--- config.mk ---
export PLATFORM = sky130hd
export DESIGN_NAME = cdc_fifo_read_stream
export DESIGN_NICKNAME = d
export VERILOG_FILES = /design/src/rtl/cdc_fifo_read_stream.sv
export SDC_FILE = /design/constraint.sdc
export NUM_CORES = 1
export LEC_CHECK = 0
export ABC_AREA = 1
export CAP_MARGIN = 20
export CELL_PAD_IN_SITES_DETAIL_PLACEMENT = 1
export CELL_PAD_IN_SITES_GLOBAL_PLACEMENT = 1
export CORE_ASPECT_RATIO = 0.8
export CORE_UTILIZATION = 32
export DETAILED_ROUTE_END_ITERATION = 6
export GPL_ROUTABILITY_DRIVEN = 0
export PLACE_DENSITY = 0.75
export SYNTH_ARGS = -nofsm -noshare
export SYNTH_HDL_FRONTEND = slang
export SYNTH_SLANG_ARGS = --single-unit
--- constraint.sdc ---
create_clock -name read_clock -period 1.6 [get_ports read_clock]
set_input_delay 0.16 -clock read_clock [delete_from_list [all_inputs] [get_ports read_clock]]
set_output_delay 0.16 -clock read_clock [all_outputs]
set_load 0.1 [all_outputs]
--- src/rtl/cdc_fifo_read_stream.sv ---
// cdc_fifo_read_stream: drains a cdc_fifo read port into a 2-entry valid/ready output stream
module cdc_fifo_read_stream #(
    parameter int DATA_WIDTH  = 4,
    parameter int COUNT_WIDTH = 8
) (
    input  logic                   read_clock,
    input  logic                   read_reset,
    input  logic                   fifo_empty,
    input  logic [DATA_WIDTH-1:0]  fifo_read_data,
    output logic                   read_increment,
    input  logic                   enable,
    input  logic                   flush,
    output logic                   out_valid,
    input  logic                   out_ready,
    output logic [DATA_WIDTH-1:0]  out_data,
    output logic [1:0]             occupancy,
    output logic [COUNT_WIDTH-1:0] word_count
);
    logic [1:0]             r_occ;
    logic [DATA_WIDTH-1:0]  r_head;
    logic [DATA_WIDTH-1:0]  r_skid;
    logic [COUNT_WIDTH-1:0] r_count;
    logic                   w_pop;
    logic                   w_take;
    // pop depends only on registered occupancy and FIFO state, never on out_ready
    always_comb begin
        w_pop  = !read_reset && enable && !flush && !fifo_empty && (r_occ != 2'd2);
        w_take = (r_occ != 2'd0) && out_ready;
    end
    assign read_increment = w_pop;
    assign out_valid      = (r_occ != 2'd0);
    assign out_data       = r_head;
    assign occupancy      = r_occ;
    assign word_count     = r_count;
    // ordered {head, skid} buffer update; flush overrides pop/take but a take still counts
    always_ff @(posedge read_clock) begin
        if (read_reset) begin
            r_occ   <= 2'd0;
            r_head  <= '0;
            r_skid  <= '0;
            r_count <= '0;
        end else begin
            if (w_take) r_count <= r_count + 1'b1;
            if (flush) begin
                r_occ <= 2'd0;
            end else if (r_occ == 2'd0) begin
                if (w_pop) begin
                    r_head <= fifo_read_data;
                    r_occ  <= 2'd1;
                end
            end else if (r_occ == 2'd1) begin
                if (w_pop && w_take) begin
                    r_head <= fifo_read_data;
                end else if (w_pop) begin
                    r_skid <= fifo_read_data;
                    r_occ  <= 2'd2;
                end else if (w_take) begin
                    r_occ <= 2'd0;
                end
            end else if (w_take) begin
                r_head <= r_skid;
                r_occ  <= 2'd1;
            end
        end
    end
endmodule

; After elaboration in Yosys (flattened, before gate mapping)
; Index checks and enable logic that the tools add are counted.
[word_totals]
in_bits = 10
ramBits = 0
wordCells = 42
ff_bits = 18
n_memories = 0
rom_bits = 0
out_inout_bits = 16
latch_bits = 0
[op_classes]
addsub = 1
order_cmp = 0
bitwise = 3
reduce_logical = 16
shifts = 0
eq_ne = 6
div_mod_pow = 0
mux = 12
multipliers = 0
[op_table]
columns = op, count
row1 = two-way mux 4 bit, 5
row2 = two-way mux 2 bit, 7
row3 = "adder 8 x 1 -> 8 bit, second input constant", 1
row4 = AND reduction 4 bit, 2
row5 = logical AND 1 bit, 6
row6 = AND reduction 5 bit, 1
row7 = "!= test 2 bit, second input constant", 2
row8 = "!= test 4 x 3 -> 1 bit, second input constant", 1
row9 = logical NOT 1 bit, 3
row10 = "!= test 3 x 2 -> 1 bit, second input constant", 1
row11 = "!= test 3 bit, second input constant", 1
row12 = inverter 1 bit, 3
row13 = nonzero test 3 bit, 1
row14 = "equality test 2 x 1 -> 1 bit, second input constant", 1
row15 = logical NOT 2 bit, 1
row16 = nonzero test 2 bit, 1
row17 = OR reduction 2 bit, 1

; Longest topological paths before layout
[depth]
depth_word = 9
depth_mapped = 8
ltp_nobuf = 8

; Worst setup path after synthesis
; No wires, ideal clock.
[synth_timing]
path_kind = register to output
startpoint = register r_occ[0] (netlist: occupancy[0])
endpoint = output read_increment
path_slack_ns = -1.220
required_ns = 1.440
arrival_time_ns = 2.660
path_stages_with_launch = 3
path_buffers = 0
cell_sequence = dfxtp_1 > inv_2 > a21oi_1
[synth_via]
elab_chain_cells = 2
[synth_rtl]
columns = item, line_no
row1 = start: declaration, 19  ; logic [1:0] r_occ;
row2 = start signal: assignment, 38  ; r_occ <= 2'd0;
row3 = start signal: assignment, 45  ; r_occ <= 2'd0;
row4 = start signal: assignment, 49  ; r_occ <= 2'd1;
row5 = != test 2 bit, 27  ; w_pop = !read_reset && enable && !flush && !fifo_empty && (r_occ != 2'd2);
row6 = logical AND 1 bit, 27
row7 = end: declaration, 10  ; output logic read_increment,
; No other way between the ends.

; Worst setup path after layout
[layout_timing]
startpoint = input flush
endpoint = output read_increment
[layout_via]
elab_chain_cells = 4
[layout_rtl]
columns = item, line_no
row1 = start: declaration, 12  ; input logic flush,
row2 = logical NOT 1 bit, 27
row3 = logical AND 1 bit (3 in a row), 27
; No other way between the ends.

==> flow_metrics.py <==
metrics = {
    "drt": {
        "vias": 1019,
        "drt_first_iter_violations": 24,
        "dr_wl_met2_mm": 1.28,
        "dr.pass1.iters": 4,
        "wl_met3_um": 83,
        "highest_layer": "met4",
        "wirelength_met1_mm": 1.28,
        "drc": 0,
        "wl_per_cell_um": 12.4,
        "vias_per_cell": 4.74,
        "ant_nets": 0,
        "wl_mm": 2.66,
    },
    "final_layout": {
        "fin_util_pct": 54.0,
        "design_area_mm2": 0.00154,
        "final_nets": 189,
        "area_growth_pct": 55.8,
        "seq_area_um2": 374,
        "stdcell_count": 215,
        "multi_input_area_um2": 557,
        "layout-drive-gt1-share_pct": 27.1,
        "antenna_cells": 0,
        "fillers": 360,
    },
    "place": {
        "place_area_mm2": 0.00148,
        "place_inst": 211,
        "hpwl_mm": 2.11,
        "portBuffers": 25,
    },
    "grt": {
        "grt_pass1_wl_mm": 4.79,
        "grt_pass1_vias": 1084,
        "grt-ovfl-total": 0,
        "grt_max_degree": 14,
        "grt_antenna_before_repair": 0,
        "grt_usage_pct": 19.0,
    },
    "power_and_ir_drop": {
        "fin_total_pwr_w": 0.000997,
        "vdd_drop_max_mv": 0.411,
        "p_leak_nw": 0.630,
        "power.density_mw_per_mm2": 649,
    },
    "clocking": {
        "ctsHoldBuffers": 0,
        "htreeDepth": 1,
        "clkLatencyLatePin_ns": 0.25,
        "cts_root_buffer": "clkbuf_8",
        "postCtsSetupRepairBufs": 0,
        "numCtsBuffers": 3,
        "cts_tree": "done",
        "ctsResizeCount": 0,
        "clkTransAtPathRegs_ns": 0.07,
        "cts_sinks": 18,
        "clock_path_buffers": 2,
    },
    "die": {
        "std_cell_rows": 17,
        "ios": 26,
        "die_h_um": 51.7,
        "die_width_um": 64.1,
        "initial_utilization_pct": 34.6,
        "dieArea_mm2": 0.00331,
        "core-area_mm2": 0.00285,
    },
    "synthesis": {
        "synth_commonest_cells": "nand2_1 (40), nor2_1 (30), dfxtp_1 (18)",
        "synth_top_cells_by_area": "dfxtp_1 (37%), nand2_1 (15%), nor2_1 (11%), inv_1 (5.3%), o21a_1 (3.8%)",
        "synth_area_leader_cell": "dfxtp_1",
        "synth_area_um2": 987,
        "synth_ff_type": "dfxtp_1",
        "synth.most_common_cell": "nand2_1",
        "yosysSeqAreaShare_pct": 36.5,
        "syn-instance-count": 147,
        "ys_async_sr_fraction_pct": 0,
        "yosys_warnings": 0,
        "synth_fp_nets": 158,
        "ys_types": 20,
        "synth_edf_count": 0,
        "avgSynthCellArea_um2": 6.72,
        "synth-seq-cells": 18,
        "synth_top_area_share_pct": 36.5,
    },
    "run": {
        "maxCapViolCount": 0,
    },
    "sta": {
        "setup_violations": 0,
        "tightest_slew_ns": 0.355,
        "clock_skew_ns": 0.000803,
        "fin_tns_setup_ns": 0,
        "rsz0062_at_grt": "false",
        "slew_headroom_pct": 76.2,
        "hold_viol_final": 0,
        "slew_viol_final": 0,
        "max_freq_mhz": 655,
        "finalCritPeriodShare_pct": 95.4,
        "fin_crit_ns": 1.53,
    },
    "critical_path": {
        "setup.worst_path.end_class": "output port",
        "cp_max_fo": 6,
        "cp_data_required_time_ns": 1.44,
        "crit_arrival_ns": 1.37,
        "critPathKind": "input port to output port",
        "cp-start-kind": "input port",
    },
    "run_status": {
        "status": "completed",
    },
    "hold_path": {
        "hp-class": "flip-flop to flip-flop",
    },
}
==> cells in the final DEF, fill, tap and decap left out, drive strengths merged <==
master         instances
nand2                 44
nor2                  35
buf                   19
inv                   19
dfxtp                 18
clkdlybuf4s50          9
nand3                  6
o21a                   5
nand4                  5
a21oi                  5
clkbuf                 4
nor3                   2
o21bai                 2
o21ai                  2
nand3b                 1
ha                     1
==> per-layer routing <==
layer,up-vias,track usage (%)
li1,518,-
met1,482,24.2
met2,17,31.9
met3,2,4.39
met4,0,6.30
met5,-,0
==> metrics by stage <==
step	setup slack [ns]	hold slack, ns
floorplan	0.00169	0.224
global placement	0.0359	0.464
detailed placement	-0.0467	0.489
CTS	0.0836	0.500
global route	0.0335	0.513
finish	0.0737	0.496
==> sequential cells by signal (all words and copies together) (netlist names) <==
signal and cells:
r_skid 4, out_data 4, word_count 8, occupancy 2
==> worst paths after layout <==
check | startpoint | endpoint | slack, ns | cells past startpoint
max reg2reg | occupancy[1] | out_data[1] | 0.26 | 8
min reg2reg | r_skid[1] | r_skid[1] | 0.50 | 2
max | flush | read_increment | 0.07 | 5
min | r_skid[1] | r_skid[1] | 0.50 | 2
==> power breakdown <==
group	total (W)	switching, W	internal (W)
Clock	0.000374	0.000155	0.000219
Sequential	0.000457	0.00000654	0.000451
Combinational	0.000166	0.0000991	0.0000665
==> kinds of logic after synthesis <==
family	share of synthesized area (%)
flip-flops	36.5
AND/OR/NAND/NOR	44.6
AO/OA/AOI/OAI	8.87
adder cells (fa/ha/maj)	1.27
buffers and inverters	8.74
==> layout make-up <==
cell class,instances,share of cell area (%)
clock buffers,4,3.58
inverters,19,4.64
multi-input cells,108,36.2
flip-flops and latches,18,24.3
well taps,38,3.09
repair buffers,28,28.2
==> critical path, cell delays in order <==
cell and delay (ns):
clkdlybuf4s50_1 0.48, nor2_4 0.21, nand2_2 0.14, a21oi_4 0.18
buf_12 0.19
Power figures use the tool's default switching activity.
